==> config.mk <==
export PLATFORM = sky130hd
export DESIGN_NAME = instr_fetch
export DESIGN_NICKNAME = d
export VERILOG_FILES = /design/src/rtl/instr_fetch.sv
export SDC_FILE = /design/constraint.sdc
export NUM_CORES = 1
export LEC_CHECK = 0
export ABC_AREA = 1
export CORE_MARGIN = 1.5
export CORE_UTILIZATION = 40
export CTS_CLUSTER_DIAMETER = 60
export DETAILED_ROUTE_END_ITERATION = 12
export HOLD_SLACK_MARGIN = 0.05
export SYNTH_ARGS = -nofsm -noshare
export SYNTH_HDL_FRONTEND = slang
export SYNTH_SLANG_ARGS = --single-unit
==> constraint.sdc <==
create_clock -name clk -period 1.7 [get_ports clk]
set_input_delay 0.17 -clock clk [delete_from_list [all_inputs] [get_ports clk]]
set_output_delay 0.17 -clock clk [all_outputs]
set_load 0.01 [all_outputs]
==> src/rtl/instr_fetch.sv <==
// Instruction fetch stage: PC, single-outstanding imem requests, output/skid buffer to decode.
// Optional FETCH_PERF_CNT_EN adds saturating fetch/stall counters.
module instr_fetch #(
  parameter int unsigned     WORD      = 64,
  parameter int unsigned     INSTR_LEN = 32,
  parameter logic [WORD-1:0] RESET_PC  = '0
) (
  input  logic                 clk,
  input  logic                 rst_n,
  output logic                 imem_req,
  output logic [WORD-1:0]      imem_addr,
  input  logic                 imem_ready,
  input  logic                 imem_rvalid,
  input  logic [INSTR_LEN-1:0] imem_rdata,
  input  logic                 redirect_valid,
  input  logic [WORD-1:0]      redirect_base,
  input  logic [WORD-1:0]      redirect_offset,
  output logic                 instr_valid,
  input  logic                 instr_ready,
  output logic [INSTR_LEN-1:0] instruction,
  output logic [WORD-1:0]      instr_pc
`ifdef FETCH_PERF_CNT_EN
  ,
  output logic [31:0]          fetch_count,
  output logic [31:0]          stall_count
`endif
);

  typedef enum logic [2:0] {
    S_IDLE,
    S_REQ,
    S_WAIT,
    S_HOLD,
    S_DROP
  } state_e;

  localparam logic [WORD-1:0] PC_STEP = WORD'(4);

  state_e                 state_q, state_d;
  logic [WORD-1:0]        pc_q, pc_d;
  logic [WORD-1:0]        infl_pc_q, infl_pc_d;
  logic                   out_vld_q, out_vld_d;
  logic [INSTR_LEN-1:0]   out_instr_q, out_instr_d;
  logic [WORD-1:0]        out_pc_q, out_pc_d;
  logic [INSTR_LEN-1:0]   skid_instr_q, skid_instr_d;
  logic [WORD-1:0]        skid_pc_q, skid_pc_d;
  logic [WORD-1:0]        tgt_sum;
  logic [WORD-1:0]        tgt_pc;
  logic                   out_free;

  assign tgt_sum  = redirect_base + (redirect_offset << 2);
  assign tgt_pc   = {tgt_sum[WORD-1:2], 2'b00};
  assign out_free = !out_vld_q || instr_ready;

  // Request outputs are decoded purely from registered state, so they only change on clk.
  assign imem_req    = (state_q == S_REQ);
  assign imem_addr   = (state_q == S_REQ) ? pc_q : '0;
  assign instr_valid = out_vld_q;
  assign instruction = out_instr_q;
  assign instr_pc    = out_pc_q;

  always_comb begin
    state_d      = state_q;
    pc_d         = pc_q;
    infl_pc_d    = infl_pc_q;
    out_vld_d    = out_vld_q;
    out_instr_d  = out_instr_q;
    out_pc_d     = out_pc_q;
    skid_instr_d = skid_instr_q;
    skid_pc_d    = skid_pc_q;

    if (out_vld_q && instr_ready) begin
      out_vld_d = 1'b0;
    end

    case (state_q)
      S_IDLE: state_d = S_REQ;
      S_REQ: begin
        if (imem_ready) begin
          infl_pc_d = pc_q;
          pc_d      = pc_q + PC_STEP;
          state_d   = S_WAIT;
        end
      end
      S_WAIT: begin
        if (imem_rvalid) begin
          if (out_free) begin
            out_vld_d   = 1'b1;
            out_instr_d = imem_rdata;
            out_pc_d    = infl_pc_q;
            state_d     = S_REQ;
          end else begin
            skid_instr_d = imem_rdata;
            skid_pc_d    = infl_pc_q;
            state_d      = S_HOLD;
          end
        end
      end
      S_HOLD: begin
        if (out_free) begin
          out_vld_d   = 1'b1;
          out_instr_d = skid_instr_q;
          out_pc_d    = skid_pc_q;
          state_d     = S_REQ;
        end
      end
      S_DROP: begin
        if (imem_rvalid) begin
          state_d = S_REQ;
        end
      end
      default: state_d = S_IDLE;
    endcase

    // Redirect overrides everything; any response still owed by memory must be swallowed in DROP.
    if (redirect_valid) begin
      pc_d      = tgt_pc;
      out_vld_d = 1'b0;
      case (state_q)
        S_REQ:          state_d = imem_ready ? S_DROP : S_REQ;
        S_WAIT, S_DROP: state_d = imem_rvalid ? S_REQ : S_DROP;
        default:        state_d = S_REQ;
      endcase
    end
  end

  always_ff @(posedge clk or negedge rst_n) begin
    if (!rst_n) begin
      state_q      <= S_IDLE;
      pc_q         <= RESET_PC;
      infl_pc_q    <= '0;
      out_vld_q    <= 1'b0;
      out_instr_q  <= '0;
      out_pc_q     <= '0;
      skid_instr_q <= '0;
      skid_pc_q    <= '0;
    end else begin
      state_q      <= state_d;
      pc_q         <= pc_d;
      infl_pc_q    <= infl_pc_d;
      out_vld_q    <= out_vld_d;
      out_instr_q  <= out_instr_d;
      out_pc_q     <= out_pc_d;
      skid_instr_q <= skid_instr_d;
      skid_pc_q    <= skid_pc_d;
    end
  end

`ifdef FETCH_PERF_CNT_EN
  logic [31:0] fetch_cnt_q;
  logic [31:0] stall_cnt_q;

  always_ff @(posedge clk or negedge rst_n) begin
    if (!rst_n) begin
      fetch_cnt_q <= '0;
      stall_cnt_q <= '0;
    end else begin
      if (out_vld_q && instr_ready && (fetch_cnt_q != 32'hFFFF_FFFF)) begin
        fetch_cnt_q <= fetch_cnt_q + 32'd1;
      end
      if (out_vld_q && !instr_ready && (stall_cnt_q != 32'hFFFF_FFFF)) begin
        stall_cnt_q <= stall_cnt_q + 32'd1;
      end
    end
  end

  assign fetch_count = fetch_cnt_q;
  assign stall_count = stall_cnt_q;
`endif

endmodule

---- Word level (Yosys, flattened, before mapping) ----
Index checks and enable logic that the tools add are counted.
operators by class
  add/sub/neg operators ................... 2
  eq/ne operators ......................... 11
  multiplexer cells ....................... 27
  bitwise logic cells ..................... 1
  reduce and logical (&&, ||, !) cells .... 13
operator list
  kind                   number
  $mux 64                7
  $pmux 64 s2            1
  $mux 32                3
  $add 64x3->64 const B  1
  $add 64x64->64         1
  $pmux 32 s2            1
  $mux 3                 7
  $pmux 3 s5             1
  $ne 3x3->1 const B     3
  $reduce_and 4->1       2
  $eq 3x2->1 const B     2
  $ne 2x2->1 const B     3
  $pmux 3 s2             1
  $reduce_bool 2->1      3
  $mux 1                 4
  $reduce_and 2->1       2
  $eq 3x1->1 const B     1
  $eq 3x3->1 const B     1
  $logic_not 3->1        1
  $ne 3x1->1 const B     1
  $reduce_and 3->1       1
  $mux 2                 1
  $pmux 1 s2             1
  $reduce_or 2->1        1
  4 further kinds        4
word-level totals
  flip-flop bits (word level) ............. 324
  logic and storage cells ................. 62

---- Depth between registers and ports, before layout ----
Gate-level depths: netlist (run 1).
  depth in word-level cells ............... 6
  depth in mapped cells ................... 16

---- Worst setup path after synthesis (run 1) ----
Ideal clock, no wire load.
  path type ............................... input-to-reg
  start ................................... input redirect_base[2]
  end ..................................... register pc_q[40]
  setup time .............................. 0.120 ns
  arrival ................................. 1.815 ns
  data required time ...................... 1.580 ns
  setup slack ............................. -0.235 ns
  cell stages on the path ................. 16
  buffers on the path ..................... 0
  cells stage by stage .................... ha_1 -> fa_1 -> nand3_1 -> nand3_1 -> nand2_1 -> nand2_1 -> nand2_1 -> nand2_1 -> nand2_1 -> nand2_1 -> nand2_1 -> nand2_1 -> nand2_1 -> nand2_1 -> o21ai_0 -> inv_1
between the ends
  longest elaborated chain between the ends .. 2
RTL lines
  what                  line  text
  start, declared       16    input logic [WORD-1:0] redirect_base,
  $add 64x64->64        51    assign tgt_sum = redirect_base + (redirect_offset << 2);
  $mux 64               116   if (redirect_valid) begin
  end signal, assigned  139   pc_q <= pc_d;
  end, declared         40    logic [WORD-1:0] pc_q, pc_d;
Every way passes these cells.
A chain may end at the register's enable or synchronous reset.

---- Final worst setup path (run 1) ----
  start ................................... register state_q[1]
  end ..................................... output imem_addr[9]
between the ends
  longest elaborated chain between the ends .. 2
RTL lines
  what                    line  text
  start, declared         39    state_e state_q, state_d;
  start signal, assigned  138   state_q <= state_d;
  $eq 3x1->1              57    assign imem_addr = (state_q == S_REQ) ? pc_q : '0;
  $mux 64                 57
  end, declared           11    output logic [WORD-1:0] imem_addr,
Every way passes these cells.

==> results of run 1 <==
through the flow:
| step | TNS [ns] | utilization, % | area, um^2 |
|---|---|---|---|
| final | -48.48 | 63.9 | 32900 |
| after floorplan | -0.113 | - | 20900 |
| after global routing | -74.21 | 63.9 | 32900 |
| after global placement | -65.61 | 55.9 | 28800 |
| after detailed placement | -74.34 | 55.9 | 28800 |
| after CTS | -52.90 | 60.4 | 31000 |
cells by family after synthesis:
family	Yosys count	synth area share, %
mux	94	5.07
flops	316	37.9
fa+ha+maj	63	3.81
buf+inv	604	11.4
xor+xnor	27	1.13
other cells	1	0.0180
compound gates	499	12.5
simple gates	1434	28.2
cell usage in the layout (no fill, tap or decap), types with 71 or more instances in the layout:
master	n
clkdlybuf4s50_1	230
nand2_1	810
mux2_2	91
buf_4	508
nand2_2	84
nor2_2	71
nand3_1	101
o21ai_0	287
a21oi_1	87
nor2_1	162
dfrtp_1	314
inv_1	485
power by group:
group / internal, uW / total, uW / switching (uW)
Combinational: 12100 / 24800 / 12700
Clock: 4330 / 7700 / 3370
Sequential: 11000 / 13000 / 2030
synthesized netlist by cell type (7+ instances only):
cell	n	share of area (%)
nor2_2	9	0.27
buf_4	10	0.36
mux2_2	93	5.0
nor2_1	276	5.0
o21ai_0	323	7.7
o22ai_1	7	0.21
nand4_1	31	0.93
ha_1	62	3.7
dfrtp_1	316	38
buf_2	36	0.86
inv_1	501	9.0
nand3_1	132	3.2
clkbuf_1	44	0.79
a21oi_1	122	2.9
nand2_1	914	16
a31oi_1	11	0.33
o21bai_1	13	0.47
xor2_1	26	1.1
nor3_1	37	0.89
per-layer routing:
layer	part of all wire [%]	global-route usage, %	vias up
li1	-	-	11324
met1	44	39.5	10885
met2	48	49.8	683
met3	4.7	2.53	133
met4	3.1	9.95	0
met5	0	0	-
sequential cells by signal (all words and copies together) (netlist names):
register      count
pc_q             62
instr_valid       1
skid_instr_q     32
instr_pc         62
state_q           3
instruction      32
infl_pc_q        62
skid_pc_q        62
worst min path at each step:
stage                     startpoint  cells past startpoint               end  slack (ns)
after global routing           rst_n                      2  skid_instr_q[27]        0.10
after floorplan                rst_n                      0     infl_pc_q[10]       -0.13
final                          rst_n                      2   instruction[26]        0.09
after CTS                      rst_n                      2   instruction[26]        0.09
after global placement         rst_n                      1  skid_instr_q[26]        0.06
after detailed placement       rst_n                      1  skid_instr_q[27]        0.07
what timing repair did:
action,CTS,global route
hold buffers,1,0
cloned,4,10
setup buffers,42,30
pin swaps,64,99
gates resized for setup,492,387
hold endpoints to repair,316,0
endpoints found under the setup margin,289,350
layout make-up:
type	instances	area (um^2)	area share [%]
repair inverters	1	8.76	0.0267
flip-flops and latches	316	7910	24.1
clock buffers	44	981	2.98
repair buffers	915	8340	25.4
clock inverters	22	181	0.552
inverters	507	1930	5.86
multi-input cells	2122	12700	38.6
well taps	680	851	2.59
==> results.sh, run 1 <==
export IMPL_status="finished, violations left"
export IMPL_violations="setup timing"
export IMPL_root_buffer="clkbuf_16"
export IMPL_max_cap_viol_count=0
export IMPL_numPortBuffers=319
export IMPL_rsz0062_at_grt="true"
export IMPL_r2r_end="pc_q[57]"
export IMPL_ys_flop_type="dfrtp_1"
export IMPL_finalMaxSlewViolations=0
export IMPL_grt_first_pass_wirelength_um=123000
export IMPL_grt_max_degree=67
export IMPL_die_h_um=231
export IMPL_cts_tree="done"
export IMPL_clkLatencyLatePin_ns=0.55
export IMPL_hold_viol_final=0
export IMPL_gp_congestion=0.975
export IMPL_r2r_cells=13
export IMPL_vias_per_cell=5.00
export IMPL_max_stage_delay_ns=0.41
export IMPL_clockBufferDepth=3
export IMPL_worstPathArrival_ns=1.93
export IMPL_drive_gt1_share_pct=31.9
export IMPL_core_um2=51400
export IMPL_grt_use_total_pct=29.5
export IMPL_fin_ws_ns=-0.400
export IMPL_die_w_um=231
export IMPL_nFillCells=4618
export IMPL_yosysWarnings=0
export IMPL_row_count=83
export IMPL_worstSetupEndpointType="output port"
export IMPL_required_ns=1.53
export IMPL_holdWs_ns=0.0859
export IMPL_avgSynthCellArea_um2=6.87
export IMPL_synth_edf_count=0
export IMPL_vias=23025
export IMPL_grt_ovfl_total=0
export IMPL_stdcell_count=4607
export IMPL_rrSetupSlack_ns=-0.39
export IMPL_place_ws_ns=-1.11
export IMPL_start_util_pct=40.6
export IMPL_crit_path_max_fanout=8
export IMPL_dp_hpwl_um=63100
export IMPL_nets=4128
export IMPL_finalPower_uw=45500
export IMPL_crit_path_frequent_cell="buf_6"
export IMPL_layout_min_cycle_time_ns=2.10
export IMPL_startpoint="state_q[1]"
export IMPL_p_leak_uw=0.0166
export IMPL_ant_nets=0
export IMPL_area_delta_synth_final_pct=57.4
export IMPL_io_pins=328
export IMPL_seq_area_frac_synth_pct=37.9
export IMPL_async_reset_ff_share_pct=100
export IMPL_wl_um=83000
export IMPL_crit_chain="nor3_4 > inv_2 > buf_12 > buf_16 > buf_6 > nor2_4 > buf_6"
export IMPL_path_depth=7
export IMPL_cts_made_buffers=36
export IMPL_cpMaxStageDelayCell="dfrtp_1"
export IMPL_dp_cells=4461
export IMPL_drt_iter0_drc=1682
export IMPL_cts_sinks=316
export IMPL_htreeDepth=2
export IMPL_timing_fmax_mhz=476
export IMPL_cpLargestDelayFamily="buffers and inverters"
export IMPL_path_clk_slew_ns=0.06
export IMPL_synthesis_area_um2=20900
export IMPL_crit_path_end="imem_addr[9]"
export IMPL_diodes=0
export IMPL_ir_worst_vdd_mv=0.849
export IMPL_syn_inst=3038
export IMPL_grt_pass1_vias=22272
export IMPL_ys_ff_latch=316
export IMPL_die_area_um2=53600
export IMPL_drc_errors=0
export IMPL_power_density_nw_per_um2=1390
export IMPL_hold_class="input port to async pin"
export IMPL_critical_path_buf_inv_count=5
export IMPL_report_final_setup_viol=284
export IMPL_period_share_pct=124
export IMPL_skew_ns=0.0219
export IMPL_wl_per_cell_um=18.0
export IMPL_cp_start_kind="register"
export IMPL_critPathKind="register to output port"
export IMPL_r2r_start="pc_q[6]"
export IMPL_yosysUniqueCellTypes=48
export IMPL_antenna_found_initial=0
export IMPL_drt_pass1_iter_count=5
No activity file was read; power rests on OpenSTA's default activity.
==> run 2, diff against run 1 <==
--- a/config.mk
+++ b/config.mk
@@ -6,11 +6,16 @@
 export NUM_CORES = 1
 export LEC_CHECK = 0
 export ABC_AREA = 1
+export CELL_PAD_IN_SITES_DETAIL_PLACEMENT = 0
+export CELL_PAD_IN_SITES_GLOBAL_PLACEMENT = 1
 export CORE_MARGIN = 1.5
-export CORE_UTILIZATION = 40
+export CORE_UTILIZATION = 35
 export CTS_CLUSTER_DIAMETER = 60
+export CTS_CLUSTER_SIZE = 14
 export DETAILED_ROUTE_END_ITERATION = 12
 export HOLD_SLACK_MARGIN = 0.05
+export PLACE_DENSITY_LB_ADDON = 0.1
 export SYNTH_ARGS = -nofsm -noshare
 export SYNTH_HDL_FRONTEND = slang
 export SYNTH_SLANG_ARGS = --single-unit
+export TNS_END_PERCENT = 50
==> results.sh, run 2 (synthesized netlist as in run 1, its figures left out) <==
export IMPL_core_um2=59000
export IMPL_cts_sinks=316
export IMPL_setup_tns_ns=-61.37
export IMPL_crit_chain="nor3_4 > inv_4 > buf_12 > buf_16 > buf_6 > nor2_2 > buf_2"
export IMPL_tightest_slew_ns=0.529
export IMPL_worstSetupEndpointType="output port"
export IMPL_clkLatencyLatePin_ns=0.57
export IMPL_area_delta_synth_final_pct=49.0
export IMPL_dp_hpwl_um=64800
export IMPL_drc_errors=0
export IMPL_worstPathArrival_ns=1.94
export IMPL_relSlewSlack_pct=64.7
export IMPL_grt_first_pass_wirelength_um=123000
export IMPL_final_util_pct=52.7
export IMPL_cts_made_buffers=30
export IMPL_finalPower_uw=43400
export IMPL_antenna_found_initial=0
export IMPL_max_stage_delay_ns=0.42
export IMPL_gp_congestion=0.965
export IMPL_grt_pass1_vias=21926
export IMPL_hold_class="input port to async pin"
export IMPL_drt_iter0_drc=1208
export IMPL_hold_viol_final=0
export IMPL_drt_pass1_iter_count=5
export IMPL_row_count=89
export IMPL_die_h_um=247
export IMPL_violations="setup timing"
export IMPL_cts_tree="done"
export IMPL_cpMaxStageDelayCell="dfrtp_1"
export IMPL_start_util_pct=35.4
export IMPL_dp_cells=4507
export IMPL_vias_per_cell=4.80
export IMPL_wl_per_cell_um=17.7
export IMPL_crit_path_max_fanout=6
export IMPL_vias=22128
export IMPL_place_ws_ns=-1.10
export IMPL_wl_um=81700
export IMPL_report_final_setup_viol=301
export IMPL_ir_worst_vdd_mv=0.987
export IMPL_final_common_cell="nand2_1"
export IMPL_drive_gt1_share_pct=24.9
export IMPL_skew_ns=0.0140
export IMPL_timing_fmax_mhz=475
export IMPL_final_cell_mix="nand2_1, inv_1, buf_4"
export IMPL_max_cap_viol_count=0
export IMPL_p_leak_uw=0.0158
export IMPL_grt_use_total_pct=26.0
export IMPL_nets=4053
export IMPL_diodes=0
export IMPL_die_w_um=247
export IMPL_fin_ws_ns=-0.406
export IMPL_finalMaxSlewViolations=0
export IMPL_critical_path_buf_inv_count=5
export IMPL_ant_nets=0
export IMPL_rsz0062_at_grt="true"
export IMPL_stdcell_count=4608
export IMPL_period_share_pct=124
export IMPL_grt_max_degree=83
export IMPL_root_buffer="clkbuf_16"
export IMPL_layout_min_cycle_time_ns=2.11
export IMPL_grt_ovfl_total=0
export IMPL_die_area_um2=61100
export IMPL_clockBufferDepth=3
export IMPL_power_density_nw_per_um2=1390
export IMPL_io_pins=328
export IMPL_path_clk_slew_ns=0.07
export IMPL_numPortBuffers=319
export IMPL_cp_start_kind="register"
export IMPL_status="finished, violations left"
export IMPL_cpLargestDelayFamily="buffers and inverters"
export IMPL_critPathKind="register to output port"
export IMPL_required_ns=1.53
export IMPL_htreeDepth=1
==> run 2: changes by cell type in the layout (fill, tap and decap cells not counted), moves of 19 or more <==
| cell | previous run | this run |
|---|---|---|
| buf_6 | 67 | 41 |
| nand2_4 | 23 | 4 |
| nand2_1 | 810 | 894 |
| nand2_2 | 84 | 18 |
| a21oi_1 | 87 | 114 |
| clkdlybuf4s50_1 | 230 | 254 |
| a21oi_2 | 34 | 8 |
| ha_4 | 33 | 3 |
| buf_2 | 39 | 17 |
| buf_4 | 508 | 465 |
| ha_1 | 24 | 53 |
==> run 2: layer usage <==
layer	track usage [%]	part of all wire (%)
met4	6.11	2.5
met2	45.3	48
met5	0	0
met1	34.9	45
met3	1.83	4.1
==> run 2: power breakdown <==
part	switching, uW	leakage [uW]	internal [uW]
clock network	2990	0.000442	3530
registers	1980	0.00358	11000
logic	12100	0.0118	11800
total	17100	0.0158	26300
==> run 2: cell type report <==
| type | instances | area [um^2] |
|---|---|---|
| multi-input combinational | 2121 | 11600 |
| sequential | 316 | 7910 |
| inverter | 507 | 1920 |
| clock inverter | 9 | 104 |
| tap | 773 | 967 |
| clock buffer | 34 | 807 |
| timing repair buffer | 847 | 7820 |
| timing repair inverter | 1 | 5.00 |
| fill | 5926 | 27900 |
==> run 2: timing repair <==
item / in CTS / in global routing
setup endpoints to repair: 292 / 418
cloned: 4 / 10
pin swaps: 23 / 22
hold buffers: 1 / 0
gates resized for setup: 389 / 169
endpoints found under the hold margin: 316 / 0
setup buffers: 29 / 19
==> run 2: worst register-to-register path, delay by kind of cell, from the launching register on <==
kind / cells / cell delay [ns]
simple gates: 3 / 0.51
buf+inv: 6 / 0.82
flops: 1 / 0.42
compound gates: 1 / 0.22
==> run 2: final timing paths <==
kind | start | to | slack (ns) | cells past startpoint
hold reg to reg | infl_pc_q[19] | infl_pc_q[19] | 0.49 | 2
hold / removal | rst_n | skid_instr_q[22] | 0.15 | 2
setup / recovery | state_q[2] | imem_addr[40] | -0.41 | 7
setup reg to reg | state_q[2] | pc_q[22] | -0.37 | 10
max in group asynchronous | rst_n | instr_pc[33] | 0.88 | 3
min in group clk | imem_rdata[31] | skid_instr_q[31] | 0.19 | 3
==> run 2: stage by stage <==
step	hold slack, ns	cell area, um^2
after floorplan	-0.126	20900
after global placement	0.163	28500
after detailed placement	0.161	28500
after CTS	0.147	30200
after global routing	0.172	31100
final	0.146	31100
